[src/rtl/mar_agu.sv]
// Memory address register / address generation unit.
// Load, add, step and sequential burst addressing for the memory port.
module mar_agu #(
  parameter int ADDR    = 8,
  parameter int OP      = 8,
  parameter int BURST_W = 4
) (
  input  logic                 clk,
  input  logic                 nrst,
  input  logic                 mar_load,
  input  logic                 mar_add,
  input  logic                 mar_inc,
  input  logic                 mar_dec,
  input  logic [OP+ADDR-1:0]   mar_bus,
  input  logic                 burst_start,
  input  logic [BURST_W-1:0]   burst_len,
  input  logic                 mem_ready,
  output logic [ADDR-1:0]      address,
  output logic                 busy,
  output logic                 burst_done,
  output logic                 wrap
);

  typedef enum logic {
    IDLE,
    BURST
  } state_t;

  state_t               state, state_n;
  logic [BURST_W-1:0]   count, count_n;
  logic [ADDR-1:0]      addr_n;
  logic                 busy_n;
  logic                 done_n;
  logic                 wrap_n;

  logic [ADDR:0]        sum_add;
  logic [ADDR:0]        sum_inc;
  logic [ADDR:0]        diff_dec;
  logic                 unused_op;

  // Top bit of each result is the carry/borrow out of the address.
  assign sum_add  = {1'b0, address}
                  + {1'b0, mar_bus[ADDR-1:0]};
  assign sum_inc  = {1'b0, address}
                  + {{ADDR{1'b0}}, 1'b1};
  assign diff_dec = {1'b0, address}
                  - {{ADDR{1'b0}}, 1'b1};

  assign unused_op = ^mar_bus[OP+ADDR-1:ADDR];

  always_ff @(posedge clk or negedge nrst) begin
    if (!nrst) begin
      state      <= IDLE;
      count      <= '0;
      address    <= '0;
      busy       <= 1'b0;
      burst_done <= 1'b0;
      wrap       <= 1'b0;
    end else begin
      state      <= state_n;
      count      <= count_n;
      address    <= addr_n;
      busy       <= busy_n;
      burst_done <= done_n;
      wrap       <= wrap_n;
    end
  end

  always_comb begin
    state_n = state;
    count_n = count;
    addr_n  = address;
    busy_n  = busy;
    done_n  = 1'b0;
    wrap_n  = 1'b0;
    unique case (state)
      IDLE: begin
        if (mar_load) begin
          addr_n = mar_bus[ADDR-1:0];
        end else if (mar_add) begin
          addr_n = sum_add[ADDR-1:0];
          wrap_n = sum_add[ADDR];
        end else if (mar_inc) begin
          addr_n = sum_inc[ADDR-1:0];
          wrap_n = sum_inc[ADDR];
        end else if (mar_dec) begin
          addr_n = diff_dec[ADDR-1:0];
          wrap_n = diff_dec[ADDR];
        end
        // The burst begins from whatever address the op above produced.
        if (burst_start) begin
          state_n = BURST;
          count_n = burst_len;
          busy_n  = 1'b1;
        end
      end
      BURST: begin
        if (mem_ready) begin
          if (count != '0) begin
            addr_n  = sum_inc[ADDR-1:0];
            wrap_n  = sum_inc[ADDR];
            count_n = count - BURST_W'(1);
          end else begin
            state_n = IDLE;
            busy_n  = 1'b0;
            done_n  = 1'b1;
          end
        end
      end
      default: begin
        state_n = IDLE;
        busy_n  = 1'b0;
      end
    endcase
  end

endmodule
[config.mk]
export PLATFORM = sky130hd
export DESIGN_NAME = mar_agu
export DESIGN_NICKNAME = d
export VERILOG_FILES = /design/src/rtl/mar_agu.sv
export SDC_FILE = /design/constraint.sdc
export NUM_CORES = 1
export LEC_CHECK = 0
export CAP_MARGIN = 20
export CORE_UTILIZATION = 46
export CTS_CLUSTER_SIZE = 14
export DETAILED_ROUTE_END_ITERATION = 8
export GPL_ROUTABILITY_DRIVEN = 0
export PLACE_DENSITY = 0.74
export SLEW_MARGIN = 10
export SYNTH_ARGS = -nofsm -noshare
export SYNTH_HDL_FRONTEND = slang
export SYNTH_SLANG_ARGS = --single-unit
[constraint.sdc]
create_clock -name clk -period 2.43 [get_ports clk]
set_input_delay 0.729 -clock clk [delete_from_list [all_inputs] [get_ports clk]]
set_output_delay 0.729 -clock clk [all_outputs]
set_load 0.005 [all_outputs]
# [Word level (Yosys, flattened, before mapping)]
# Cells that the tools add are included.
[classes] muxes=29 n_reduce_logical=4 bitwise=1 n_eq_ne=5 n_addsub=4
[ops] cell="8-bit 2-to-1 mux" n=6
[ops] cell="8-bit case mux with 2 select lines" n=1
[ops] cell="1-bit 2-to-1 mux" n=15
[ops] cell="4-bit 2-to-1 mux" n=3
[ops] cell="8-bit by 1-bit adder with 9-bit output, second input constant" n=1
[ops] cell="8-bit by 8-bit adder with 9-bit output" n=1
[ops] cell="3-bit AND reduction" n=3
[ops] cell="8-bit by 1-bit subtractor with 9-bit output, second input constant" n=1
[ops] cell="4-bit case mux with 2 select lines" n=1
[ops] cell="2-bit != test, second input constant" n=3
[ops] cell="1-bit case mux with 2 select lines" n=3
[ops] cell="5-bit != test, second input constant" n=1
[ops] cell="4-bit nonzero test" n=1
[ops] cell="4-bit by 1-bit subtractor with 4-bit output, second input constant" n=1
[ops] cell="2-bit by 1-bit != test with 1-bit output, second input constant" n=1
[ops] cell="1-bit NOT" n=1
[word_totals] regBits=16

# [Logic depth before layout (Yosys ltp)]
# Gate-level depths: netlist of run 1.
[logic_depth] word_depth=6 ltp_mapped=8 mapped_depth_nobuf=8

# [Worst setup path after synthesis of run 1]
# OpenSTA, ideal clock, no wires.
[synth_timing] path_type="input to register" from="input mar_bus[0]" to="register wrap" path_stages=8 arrival_time_ns=2.183 setup_slack_ns=0.155 path_cell_list="ha_1 -> inv_1 -> fa_1 -> nand2b_1 -> a21oi_1 -> o211ai_1 -> a32o_1 -> o31ai_2"
[synth_between] elab_chain_len=4
[synth_rtl] element="from (decl)" line="14" source="input logic [OP+ADDR-1:0] mar_bus,"
[synth_rtl] element="8-bit by 8-bit adder with 9-bit output" line="43" source="+ {1'b0, mar_bus[ADDR-1:0]};"
[synth_rtl] element="1-bit 2-to-1 mux" line="80" source="end else if (mar_add) begin"
[synth_rtl] element="1-bit 2-to-1 mux" line="78" source="if (mar_load) begin"
[synth_rtl] element="1-bit case mux with 2 select lines" line="76" source="unique case (state)"
[synth_rtl] element="via wrap_n" line="34" source="logic wrap_n;"
[synth_rtl] element="to (signal assigned)" line="65" source="wrap <= wrap_n;"
[synth_rtl] element="to (decl)" line="21" source="output logic wrap"
# The timed path passes the listed nets, and every way through them passes these cells.
# A chain may end at the register's enable or synchronous reset.

# [Worst setup path in the final report of run 1]
[layout_timing] from="input mar_bus[3]" to="register address[7]"
[layout_between] elab_chain_len=4
[layout_rtl] element="8-bit by 8-bit adder with 9-bit output" line="43"
[layout_rtl] element="8-bit 2-to-1 mux" line="80"
[layout_rtl] element="8-bit 2-to-1 mux" line="78"
[layout_rtl] element="8-bit case mux with 2 select lines" line="76"
[layout_rtl] element="to (signal assigned)" line="62" source="address <= addr_n;"
[layout_rtl] element="to (decl)" line="18" source="output logic [ADDR-1:0] address,"
# Every way passes these cells.

==> results.json, run 1 <==
{
  "status": "completed",
  "leakagePower_uw": 0.000984,
  "ys_ff_latch": 16,
  "post_cts_buffers": 0,
  "layout-drive-gt1-share": 0.191,
  "reg2reg_depth": 5,
  "core_area_sq_um": 3440,
  "netSwitchingFraction": 0.444,
  "critical_path.max_fanout": 3,
  "clkSinkCount": 16,
  "hpwlAfterDp_microns": 3790,
  "area_delta_synth_final_pct": 35.7,
  "crit_family": "compound AO/OA/AOI/OAI gates",
  "rr_startpoint": "address[4]",
  "synth_xor_area_frac": 0.0410,
  "cts_tree": "yes",
  "grt_pass1_vias": 1851,
  "yosysWarnings": 0,
  "wl_per_cell_microns": 15.6,
  "antenna_found_initial": 0,
  "synth.avg_cell_area_sq_um": 7.77,
  "diodes": 0,
  "die_h_microns": 63.0,
  "cp-start-kind": "input pin",
  "clock_power_share": 0.100,
  "die_x_microns": 63.0,
  "cts_buffer_depth": 2,
  "die_area_sq_um": 3960,
  "h-tree-depth": 1,
  "fin_hold_ws_ps": 516,
  "pin_count": 39,
  "ys_seq_area_frac": 0.234,
  "path_class": "in -> reg",
  "root_buffer": "clkbuf_8",
  "synth_edf_count": 0,
  "gr-total-overflow": 0,
  "grt_pass1_wl_microns": 8580,
  "final_common_cell": "buf_4",
  "cts_buffers": 3,
  "final_hold_viol_count": 0,
  "power_density_nw_per_um2": 1040,
  "worst_path_largest_cell_delay_ps": 430,
  "tns_ps": 0,
  "nFillCells": 311,
  "min_period_ps": 2330,
  "synth_fa_ha_area_frac": 0.0922,
  "row_count": 21,
  "clk_pin_slew_ps": 70,
  "min_path_type": "reg -> reg",
  "cp.required_ps": 2590,
  "cts_hold_buffers": 0,
  "cp_num_buf_inv": 2,
  "synth_compound_area_frac": 0.261,
  "drc": 0,
  "finalSetupViolations": 0,
  "fmax_ghz": 0.429,
  "totalWireLength_microns": 4960,
  "fin_skew_ps": 4.24,
  "postLayoutCoreUtil": 0.674,
  "place_area_sq_um": 2220,
  "muxShareOfSynthArea": 0.0242,
  "synth_top_family_by_area": "simple AND/OR/NAND/NOR gates",
  "rsz0062_at_grt": "false",
  "synth_top_flop_cell": "dfrtp_1",
  "maxSlewViolCount": 0,
  "async_flop_share": 1.00,
  "io_buffers": 30,
  "reg2reg_to": "address[7]",
  "cp_slowest_cell": "clkdlybuf4s50_1",
  "mappedNetlistArea_sq_um": 1710,
  "vias": 1902,
  "floorplan.initialDensity": 0.497,
  "r2r_slack_ps": 280,
  "ant_nets": 0,
  "stdcell_count": 318,
  "synth_cell_types": 57,
  "pwr-share-seq": 0.233,
  "dp_cells": 314,
  "cp.arrival_ps": 2490,
  "synth_cells": 220,
  "hp-start": "busy",
  "p_sw_uw": 1070,
  "mostFrequentLayoutCells": "buf_4 (31), clkdlybuf4s50_1 (28), nor2_1 (19)",
  "worstSetupEndpointType": "flop",
  "relSlewSlack": 0.695,
  "drv_cap": 0,
  "synth_fp_nets": 260,
  "hold_depth": 2,
  "dr.pass1.iters": 5,
  "worstSkewPairLatency_ps": 250,
  "drtIter0Drc": 98,
  "internal-power_uw": 1340,
  "vias_per_cell": 5.98,
  "grt_usage": 0.274,
  "ir_drop_uv": 597,
  "timing_worst_slew_pin_value_ps": 456,
  "grt_max_degree": 19,
  "combPwrFrac": 0.668,
  "holdPathEnd": "busy",
  "fin_area_sq_um": 2320,
  "yosys.area_share.simple": 0.275,
  "layout.nets": 313,
  "finalCritPeriodShare": 0.959,
  "cp_cell_sequence": "clkdlybuf4s50_1, ha_1, buf_4, nand2_1, o21ai_0, o211ai_1, xor2_1, o311ai_1"
}
[how the worst max path moves through the flow]
stage                     cells after the start  startpoint    endpoint  slack, ps
after CTS                                     7     mar_inc  address[6]         50
after floorplan                               8  mar_bus[0]        wrap        150
after global routing                         10  mar_bus[0]  address[4]         10
final                                         8  mar_bus[3]  address[7]        100
after detailed placement                      9  mar_bus[0]        wrap       -510
after global placement                        9  mar_bus[0]        wrap       -480
[flip-flops by register name, indices dropped and copies added (netlist names)]
signal      count
address         8
burst_done      1
busy            1
count           4
state           1
wrap            1
[Yosys cell counts, drive strengths merged (3+ instances only)]
master  count  area [sq um]
mux2i       3          30.0
nand4       4          25.0
o31ai       3          27.5
buf         4          31.3
and3        3          20.0
nand2b      6          37.5
dfrtp      16           400
clkbuf      9          43.8
or3         3          18.8
a31oi       5          31.3
nor3        8          40.0
o211ai      3          22.5
or4         3          26.3
a21oi      14          70.1
o21ai      15          75.1
o22ai       3          18.8
nor3b       3          22.5
xor2        6          52.6
a21o        4          30.0
ha         11           138
nor2       19          71.3
inv        13          48.8
nand2      17          63.8
nand3       6          30.0
nor4        3          18.8
[final cells by class]
cell class              instances  area (sq um)  area share
repair buffers                 61           531       0.229
flip-flops and latches         16           400       0.173
clock buffers                   4          55.1      0.0237
inverters                      13          48.8      0.0210
multi-input cells             178          1230       0.529
well taps                      46          57.6      0.0248
[per-layer routing]
metal / track usage / up-vias / part of all wire
li1: - / 927 / -
met1: 0.374 / 901 / 0.45
met2: 0.437 / 65 / 0.47
met3: 0.0420 / 9 / 0.061
met4: 0.0872 / 0 / 0.018
met5: 0 / - / 0
[timing repair]
action	in CTS	in global routing
gates resized for setup	9	4
cloned	0	0
endpoints found under the setup margin	5	6
pin swaps	4	1
[logic make-up after synthesis]
group | count (synthesis)
buf+inv | 26
simple gates | 87
fa+ha+maj | 12
flops | 16
xor+xnor | 8
mux | 4
compound gates | 67
[power by group through the flow]
stage | clock (uW) | combinational, uW | sequential (uW)
after floorplan | 0 | 1010 | 508
after global placement | 0 | 1500 | 558
after detailed placement | 0 | 1530 | 560
after CTS | 246 | 1580 | 558
after global routing | 259 | 1800 | 581
final | 240 | 1610 | 560
[worst register-to-register path: stages (launching register included)]
cell and delay [ps]:
dfrtp_1 580, nand3_1 220, or3_1 360, a311o_1 340, or4b_1 470, o311ai_1 90
[per-stage QoR]
| stage | power, uW | setup WS, ps |
|---|---|---|
| after global placement | 2060 | -483 |
| after CTS | 2380 | 45.2 |
| after floorplan | 1510 | 155 |
| after global routing | 2640 | 11.8 |
| after detailed placement | 2090 | -513 |
| final | 2410 | 99.5 |
(Power assumes the default switching activity.)
==> run 2: changes to the inputs <==
--- a/config.mk
+++ b/config.mk
@@ -11,6 +11,7 @@
 export DETAILED_ROUTE_END_ITERATION = 8
 export GPL_ROUTABILITY_DRIVEN = 0
 export PLACE_DENSITY = 0.74
+export SKIP_LAST_GASP = 1
 export SLEW_MARGIN = 10
 export SYNTH_ARGS = -nofsm -noshare
 export SYNTH_HDL_FRONTEND = slang
==> results of run 2 <==
No change in the layout: final DEF, timing and power equal those of run 1.
